===== src/rtl/btn_event_arbiter_if.sv =====
// Event handshake and status bundle between the button arbiter and its consumer.
// The arbiter attaches through the slave modport and the consumer through the master modport.
interface btn_event_arbiter_if #(
   parameter int N_BTN = 5
);
   localparam int ID_W = $clog2(N_BTN);

   logic [N_BTN-1:0] btn_raw;
   logic             evt_ack;
   logic             clr_overflow;
   logic             evt_valid;
   logic [ID_W-1:0]  evt_id;
   logic [N_BTN-1:0] pending;
   logic             overflow;

   modport slave (
      input  btn_raw, evt_ack, clr_overflow,
      output evt_valid, evt_id, pending, overflow
   );

   modport master (
      output btn_raw, evt_ack, clr_overflow,
      input  evt_valid, evt_id, pending, overflow
   );
endinterface


===== src/rtl/btn_event_arbiter.sv =====
// Synchronises and debounces N_BTN raw buttons, latches their presses and presents them
// one at a time to a consumer, granting them in round-robin order with a valid/ack handshake.
module btn_event_arbiter #(
   parameter int N_BTN     = 5,
   parameter int DB_CYCLES = 500000
) (
   input  logic                clk,
   input  logic                reset,
   btn_event_arbiter_if.slave  evt_if
);

   localparam int ID_W  = $clog2(N_BTN);
   localparam int CNT_W = $clog2(DB_CYCLES);
   localparam logic [CNT_W-1:0] CNT_MAX   = CNT_W'(DB_CYCLES - 1);
   localparam logic [ID_W-1:0]  LAST_IDX  = ID_W'(N_BTN - 1);

   typedef enum logic {
      IDLE,
      PRESENT
   } state_e;

   logic [N_BTN-1:0] sync1_q;
   logic [N_BTN-1:0] sync2_q;
   logic [N_BTN-1:0] stable_q;
   logic [N_BTN-1:0] stable_prev_q;
   logic [CNT_W-1:0] cnt_q [N_BTN];
   logic [N_BTN-1:0] pending_q;
   logic [N_BTN-1:0] pending_d;
   logic             overflow_q;
   logic             overflow_d;
   logic             evt_valid_q;
   logic [ID_W-1:0]  evt_id_q;
   logic [ID_W-1:0]  last_grant_q;
   state_e           state_q;

   logic [N_BTN-1:0] rise;
   logic [N_BTN-1:0] above_mask;
   logic [N_BTN-1:0] masked_pend;
   logic [N_BTN-1:0] grant_vec;
   logic [ID_W-1:0]  grant_idx;
   logic             grant_en;

   // NOTE: sequential state uses non-blocking assignments so every flop samples pre-edge values.
   // NOTE: the debounce counters are per-button state, not bulk storage, so they are reset too.
   always_ff @(posedge clk) begin
      if (reset) begin
         sync1_q       <= '0;
         sync2_q       <= '0;
         stable_q      <= '0;
         stable_prev_q <= '0;
         for (int i = 0; i < N_BTN; i++) cnt_q[i] <= '0;
      end else begin
         sync1_q       <= evt_if.btn_raw;
         sync2_q       <= sync1_q;
         stable_prev_q <= stable_q;
         for (int i = 0; i < N_BTN; i++) begin
            if (sync2_q[i] != stable_q[i]) begin
               if (cnt_q[i] == CNT_MAX) begin
                  stable_q[i] <= sync2_q[i];
                  cnt_q[i]    <= '0;
               end else begin
                  cnt_q[i] <= cnt_q[i] + CNT_W'(1);
               end
            end else begin
               cnt_q[i] <= '0;
            end
         end
      end
   end

   // Round-robin pick: lowest pending bit above last_grant, else wrap to the lowest overall.
   // NOTE: every signal written here gets a default first so no latch is inferred.
   always_comb begin
      rise      = stable_q & ~stable_prev_q;
      grant_idx = '0;
      for (int i = 0; i < N_BTN; i++) above_mask[i] = (ID_W'(i) > last_grant_q);
      masked_pend = pending_q & above_mask;
      if (masked_pend != '0) begin
         for (int i = N_BTN - 1; i >= 0; i--) if (masked_pend[i]) grant_idx = ID_W'(i);
      end else begin
         for (int i = N_BTN - 1; i >= 0; i--) if (pending_q[i]) grant_idx = ID_W'(i);
      end
   end

   always_comb begin
      grant_en  = (state_q == IDLE) && (pending_q != '0);
      grant_vec = '0;
      for (int i = 0; i < N_BTN; i++) grant_vec[i] = grant_en && (grant_idx == ID_W'(i));
      // A new press wins over a same-cycle grant of that bit; a press onto an ungranted one is lost.
      pending_d  = (pending_q & ~grant_vec) | rise;
      overflow_d = ((rise & pending_q & ~grant_vec) != '0) || (overflow_q && !evt_if.clr_overflow);
   end

   always_ff @(posedge clk) begin
      if (reset) begin
         pending_q    <= '0;
         overflow_q   <= 1'b0;
         state_q      <= IDLE;
         evt_valid_q  <= 1'b0;
         evt_id_q     <= '0;
         last_grant_q <= LAST_IDX;
      end else begin
         pending_q  <= pending_d;
         overflow_q <= overflow_d;
         case (state_q)
            IDLE: begin
               if (grant_en) begin
                  evt_id_q     <= grant_idx;
                  last_grant_q <= grant_idx;
                  evt_valid_q  <= 1'b1;
                  state_q      <= PRESENT;
               end
            end
            PRESENT: begin
               if (evt_if.evt_ack) begin
                  evt_valid_q <= 1'b0;
                  state_q     <= IDLE;
               end
            end
            default: state_q <= IDLE;
         endcase
      end
   end

   assign evt_if.evt_valid = evt_valid_q;
   assign evt_if.evt_id    = evt_id_q;
   assign evt_if.pending   = pending_q;
   assign evt_if.overflow  = overflow_q;

endmodule


===== src/flat_wrapper.sv =====
// flat-port wrapper written by rule: the top's interface ports become plain ports
module btn_event_arbiter_flat 
#(
   parameter int N_BTN     = 5,
   parameter int DB_CYCLES = 500000
)
  (clk, reset, evt_if_btn_raw, evt_if_evt_ack, evt_if_clr_overflow, evt_if_evt_valid, evt_if_evt_id, evt_if_pending, evt_if_overflow);
  btn_event_arbiter_if #(.N_BTN(N_BTN)) evt_if_i ();
  input  logic clk;
  input  logic reset;
  input wire logic [$bits(evt_if_i.btn_raw)-1:0] evt_if_btn_raw;
  input wire logic [$bits(evt_if_i.evt_ack)-1:0] evt_if_evt_ack;
  input wire logic [$bits(evt_if_i.clr_overflow)-1:0] evt_if_clr_overflow;
  output wire logic [$bits(evt_if_i.evt_valid)-1:0] evt_if_evt_valid;
  output wire logic [$bits(evt_if_i.evt_id)-1:0] evt_if_evt_id;
  output wire logic [$bits(evt_if_i.pending)-1:0] evt_if_pending;
  output wire logic [$bits(evt_if_i.overflow)-1:0] evt_if_overflow;
  assign evt_if_i.btn_raw = evt_if_btn_raw;
  assign evt_if_i.evt_ack = evt_if_evt_ack;
  assign evt_if_i.clr_overflow = evt_if_clr_overflow;
  assign evt_if_evt_valid = evt_if_i.evt_valid;
  assign evt_if_evt_id = evt_if_i.evt_id;
  assign evt_if_pending = evt_if_i.pending;
  assign evt_if_overflow = evt_if_i.overflow;
  btn_event_arbiter #(.N_BTN(N_BTN), .DB_CYCLES(DB_CYCLES)) u_core (.clk(clk), .reset(reset), .evt_if(evt_if_i));
endmodule

===== config.mk =====
export PLATFORM = sky130hd
export DESIGN_NAME = btn_event_arbiter_flat
export DESIGN_NICKNAME = d
export VERILOG_FILES = /design/src/rtl/btn_event_arbiter_if.sv /design/src/rtl/btn_event_arbiter.sv /design/src/flat_wrapper.sv
export SDC_FILE = /design/constraint.sdc
export NUM_CORES = 1
export LEC_CHECK = 0
export CORE_MARGIN = 2
export CORE_UTILIZATION = 56
export DETAILED_ROUTE_END_ITERATION = 6
export HOLD_SLACK_MARGIN = 0.12
export PLACE_DENSITY = 0.76
export SYNTH_ARGS = -nofsm -noshare
export SYNTH_HDL_FRONTEND = slang
export SYNTH_SLANG_ARGS = --single-unit
export TNS_END_PERCENT = 5

===== constraint.sdc =====
create_clock -name clk -period 2.1 [get_ports clk]
set_input_delay 0.21 -clock clk [delete_from_list [all_inputs] [get_ports clk]]
set_output_delay 0.21 -clock clk [all_outputs]
set_load 0.03 [all_outputs]

=== Yosys cells after proc, flatten, opt, wreduce, memory -nomap -nowiden ===
Memory sizes are Yosys's and may differ from the RTL's.
Index checks and enable logic that the tools add are counted.

* Add/sub/neg operators: 5
* $lt $le $gt $ge: 5
* Eq/ne operators: 16
* Muxes and demuxes: 89
* Bitwise logic cells: 24
* Reduce and logical (&&, ||, !) cells: 20

{| class="wikitable"
|+ Operators with widths
! cell !! count
|-
| two-way mux 19 bit || 15
|-
| adder 19 x 1 -> 19 bit (second input constant) || 5
|-
| == test 19 bit (second input constant) || 5
|-
| two-way mux 1 bit || 61
|-
| two-way mux 3 bit || 11
|-
| bitwise AND 5 bit || 5
|-
| bitwise OR 1 bit || 15
|-
| nonzero test 5 bit || 3
|-
| AND reduction 2 bit || 7
|-
| NOT 5 bit || 2
|-
| logical AND 1 bit || 7
|-
| == test 3 x 2 -> 1 bit (second input constant) || 2
|-
| greater-than comparator 1 x 3 -> 1 bit (first input constant) || 2
|-
| greater-than comparator 2 x 3 -> 1 bit (first input constant) || 2
|-
| inequality test 1 bit || 5
|-
| bitwise OR 5 bit || 1
|-
| one-hot mux 1 bit (2 select lines) || 2
|-
| == test 3 x 1 -> 1 bit (second input constant) || 1
|-
| == test 3 bit (second input constant) || 1
|-
| greater-than comparator 3 bit (first input constant) || 1
|-
| logical NOT 3 bit || 1
|-
| inequality test 2 x 1 -> 1 bit (second input constant) || 1
|-
| inequality test 2 bit (second input constant) || 1
|-
| logical NOT 1 bit || 1
|-
| 2 further kinds || 2
|}

* Register bits after elaboration: 34
* Memory bits (writable): 95
* Input bits: 9
* Output and inout port bits: 10
* Logic and storage cells: 174
* Memories: 1

{| class="wikitable"
|+ Memories
! memory !! words !! bits a word !! rd ports !! clocked after Yosys merged registers in !! wr ports !! RTL line !! text
|-
| u_core.cnt_q || 5 || 19 || 5 || 0 || 5 || btn_event_arbiter.sv:26 || <nowiki>logic [CNT_W-1:0] cnt_q [N_BTN];</nowiki>
|}

=== Longest topological paths before layout ===
* Word-level depth: 14
* Gate-level depth with buffers: 9
* Gate-level depth less buffers: 7

=== Worst setup path before layout ===
OpenSTA, ideal clock, no wires.

* Path kind: reg2reg
* Start point: register u_core.pending_q[3] (netlist: u_core.evt_if.pending[3])
* End point: register u_core.overflow_q (netlist: u_core.evt_if.overflow)
* Library setup time: 0.138 ns
* Arrival: 1.866 ns
* Required time: 1.962 ns
* Slack: 0.097 ns
* Cell stages (with the launch flop): 7
* Buffers on the path: 0
* Period minus slack after synthesis: 2.003 ns
* Path through: dfxtp_1 -> or4_4 -> nor2_2 -> or2_4 -> or4_4 -> a41oi_2 -> a41oi_1

* Word-level cells in the longest chain between the ends: 12
* Elaborated cells between the ends (all ways): 28
* Classes of those cells: eq/ne (4); mux (9); bitwise (4); reduce/logical (11)

{| class="wikitable"
|+ Ends and longest elaborated chain
! element !! RTL line !! text
|-
| start: declaration || btn_event_arbiter.sv:27 || <nowiki>logic [N_BTN-1:0] pending_q;</nowiki>
|-
| start signal: assignment || btn_event_arbiter.sv:103 || <nowiki>pending_q <= pending_d;</nowiki>
|-
| bitwise AND 5 bit || btn_event_arbiter.sv:77 || <nowiki>masked_pend = pending_q & above_mask;</nowiki>
|-
| two-way mux 3 bit (4 in series) || btn_event_arbiter.sv:79 || <nowiki>for (int i = N_BTN - 1; i >= 0; i--) if (masked_pend[i]) grant_idx = ID_W'(i);</nowiki>
|-
| two-way mux 3 bit || btn_event_arbiter.sv:78 || <nowiki>if (masked_pend != '0) begin</nowiki>
|-
| == test 3 x 1 -> 1 bit (tied with other cells) || btn_event_arbiter.sv:88 || <nowiki>for (int i = 0; i < N_BTN; i++) grant_vec[i] = grant_en && (grant_idx == ID_W'(i));</nowiki>
|-
| logical AND 1 bit || btn_event_arbiter.sv:88 ||
|-
| NOT 5 bit || btn_event_arbiter.sv:91 || <nowiki>overflow_d = ((rise & pending_q & ~grant_vec) != '0) || (overflow_q && !evt_if.clr_overflow);</nowiki>
|-
| bitwise AND 5 bit * || btn_event_arbiter.sv:91 ||
|-
| nonzero test 5 bit * || btn_event_arbiter.sv:91 ||
|-
| logical OR 1 bit * || btn_event_arbiter.sv:91 ||
|-
| end signal: assignment || btn_event_arbiter.sv:104 || <nowiki>overflow_q <= overflow_d;</nowiki>
|-
| end: declaration || btn_event_arbiter.sv:29 || <nowiki>logic overflow_q;</nowiki>
|}

Mark *: on every way between the ends. The rest lies on a longest branch, timed or not.
A chain may end at the register's enable or synchronous reset.

==> flow_metrics.py <==
metrics = {
    "outcome": {
        "run_status": "finished, final reports clean",
    },
    "hold_path": {
        "holdCritStartpoint": "evt_if_btn_raw[4]",
        "hold_end": "u_core.sync1_q[4]",
        "whs_path_depth": 2,
        "hp-class": "input pin to flop",
    },
    "synthesis": {
        "synth_top_area_share_pct": 44.6,
        "async_flop_share_pct": 0,
        "ys_seq_elements": 127,
        "synth_cells": 622,
        "synth_edf_count": 95,
        "netlist.top_cell.by_area": "edfxtp_1",
        "yosysWarnings": 0,
        "yosysSeqAreaShare_pct": 54.7,
        "syn_area_per_cell_um2": 10.3,
        "ys_dominant_reg_cell": "edfxtp_1",
        "syn_area_um2": 6390,
        "synthDistinctLibCells": 54,
        "synth_area_leaders": "edfxtp_1, dfxtp_1, nor2_1",
    },
    "final_layout": {
        "area_growth_pct": 21.2,
        "antenna_cells": 0,
        "fin_nets": 766,
        "drive_gt1_share_pct": 7.97,
    },
    "routing": {
        "wl_per_cell_um": 12.5,
        "routed_wirelength_mm": 11.3,
        "drtIter0Drc": 377,
        "antenna_left": 0,
        "vias": 4637,
        "dr.pass1.iters": 6,
        "drc_errors": 0,
        "avgViaCountPerCell": 5.11,
    },
    "timing": {
        "post-route-min-period_ns": 1.96,
        "setup_viol": 0,
        "fin_worst_skew_ns": 0.00546,
        "setup_tns_ns": 0,
        "rsz0062_at_grt": "no",
        "hold_viol": 0,
        "fmax_ghz": 0.511,
        "slew_viol_final": 0,
        "fin_crit_sh_pct": 93.3,
    },
    "clocking": {
        "clkSinkCount": 127,
        "cts-hold-fix-buffers": 0,
        "clk_latency_ns": 0.41,
        "htree_levels": 4,
        "cts-root-buf": "clkbuf_16",
        "clkTransAtPathRegs_ns": 0.05,
        "cts_tree": "built",
        "clock_path_buffers": 2,
        "cts_made_buffers": 17,
    },
    "place": {
        "io_buffer_count": 18,
        "place.gp.congestion": 0.841,
        "hpwl_mm": 7.83,
    },
    "pwr": {
        "power.leakage_uw": 0.00275,
        "power_uw": 5790,
        "power_density_nw_per_um2": 747,
        "ir_drop_mv": 0.735,
    },
    "floorplan": {
        "placementRows": 39,
        "die_w_um": 111,
        "io_pins": 19,
        "die_area_um2": 12300,
        "coreArea_um2": 11300,
        "dieHeight_um": 111,
        "initial_core_util_pct": 56.7,
    },
    "global_routing": {
        "grt_remaining_overflow": 0,
        "grt_pass1_vias": 4555,
        "track_usage_pct": 19.8,
        "antenna_found_initial": 0,
        "grt_start_max_net_pins": 37,
        "grt_pass1_wl_mm": 19.9,
    },
    "critical_path": {
        "worst-path-max-fanout": 5,
        "critPathRequiredTime_ns": 2.26,
        "cp-start-kind": "flop",
        "path_class": "flop to flop",
        "reg2reg_slack_ns": 0.14,
        "timing.rr.end": "u_core.cnt_q[2][16]",
        "reg2reg_depth": 7,
        "cp.arrival_ns": 2.12,
        "timing.rr.start": "u_core.cnt_q[2][0]",
        "endpoint_kind": "flop",
    },
    "run": {
        "maxCapViolations": 0,
    },
}
[sequential cells by signal (all words and copies together) (netlist names)]
name,flops
u_core.cnt_q,95
u_core.evt_if.pending,5
u_core.stable_prev_q,5
u_core.last_grant_q,3
u_core.stable_q,5
u_core.state_q,1
u_core.sync1_q,5
u_core.evt_if.overflow,1
u_core.evt_if.evt_valid,1
u_core.sync2_q,5
u_core.evt_if.evt_id,1
[how the worst max path moves through the flow]
| stage | startpoint | to | slack [ns] |
|---|---|---|---|
| after floorplan | u_core.evt_if.pending[3] | u_core.evt_if.overflow | 0.1 |
| final | u_core.cnt_q[2][0] | u_core.cnt_q[2][16] | 0.14 |
| after CTS | u_core.cnt_q[0][0] | u_core.cnt_q[0][7] | 0.02 |
| after global routing | u_core.cnt_q[0][1] | u_core.cnt_q[0][16] | 0.004 |
| after detailed placement | u_core.cnt_q[0][0] | u_core.cnt_q[0][7] | 0.01 |
| after global placement | u_core.cnt_q[0][0] | u_core.cnt_q[0][7] | 0.16 |
[where the power goes]
group          switching (µW)  internal (µW)  total [µW]  leakage (µW)
Clock                     973           1730        2700      0.000269
Sequential               90.8           2790        2880       0.00124
Combinational             110           93.5         203       0.00124
[cell families after synthesis]
family / synth area share, %
xor+xnor: 12.2
other cells: 0.0587
fa+ha+maj: 0.979
buf+inv: 2.68
flops: 54.7
mux: 0.940
compound gates: 3.51
simple gates: 25.0
[synthesized netlist by cell type (all sizes together), types with 3 or more instances]
library cell,number
nor2,136
edfxtp,95
xor2,52
nand2,46
nand3,38
xnor2,37
dfxtp,32
nor2b,19
nand4,16
inv,14
buf,12
a21oi,11
nor3,10
and3,9
clkbuf,9
nor4,9
nand2b,8
nor4b,8
o21ai,8
or3,7
mux2i,6
and4,5
ha,5
or2,5
nand3b,3
[what timing repair did]
item,4_1_cts,5_1_grt
pin swaps,0,2
buffers inserted,0,2
endpoints found under the setup margin,14,19
gates resized for setup,1,4
hold endpoints to repair,0,0
[placed cells by master (no fill, tap or decap), types with 2 or more instances in the layout]
| master | instances |
|---|---|
| nor2_1 | 135 |
| edfxtp_1 | 95 |
| conb_1 | 95 |
| xor2_1 | 52 |
| nand2_1 | 46 |
| nand3_1 | 38 |
| xnor2_1 | 37 |
| dfxtp_1 | 32 |
| nor2b_1 | 18 |
| clkdlybuf4s50_1 | 18 |
| clkbuf_16 | 17 |
| nand4_1 | 16 |
| buf_4 | 15 |
| inv_1 | 13 |
| a21oi_1 | 10 |
| nor3_1 | 10 |
| and3_1 | 9 |
| nand2b_1 | 8 |
| nor4b_1 | 7 |
| nor4_1 | 7 |
| or3_1 | 7 |
| clkbuf_1 | 7 |
| o21ai_0 | 6 |
| mux2i_1 | 6 |
| clkinv_2 | 6 |
| and4_1 | 5 |
| ha_1 | 4 |
| buf_12 | 4 |
| or2_2 | 3 |
| nand3b_1 | 3 |
| or4_4 | 2 |
| nor4_2 | 2 |
| o21ai_1 | 2 |
| o21bai_1 | 2 |
| bufinv_16 | 2 |
[layout make-up]
cell class,count,area (µm²)
fill,845,3530
multi-input combinational,554,3090
inverter,14,52.6
clock inverter,8,90.1
sequential,127,3490
clock buffer,24,452
tap,143,179
timing repair buffer,38,388
[routing by layer]
layer	global-route usage, %	wire [µm]
met5	0	0
met4	5.83	124
met3	6.18	433
met2	33.3	5510
met1	24.8	5270
[worst max-delay path, cell delays in order (launching register included)]
cell,delay (ns)
edfxtp_1,0.40
ha_1,0.21
nand3_1,0.19
or3_1,0.51
nor2_1,0.14
nand2_1,0.09
xor2_1,0.14
nor2_1,0.05
[per-stage QoR]
stage          area, µm²  setup slack [ns]  cells  hold WS (ns)  util (%)
2_1_floorplan       6740            0.0969    716         0.338         -
3_3_place_gp        7170             0.163    874         0.419      63.6
3_5_place_dp        7170           0.00978    874         0.423      63.6
4_1_cts             7710            0.0150    906         0.349      68.4
5_1_grt             7740           0.00421    908         0.363      68.7
6_report            7740             0.141    908         0.366      68.7
(Power assumes the default switching activity.)
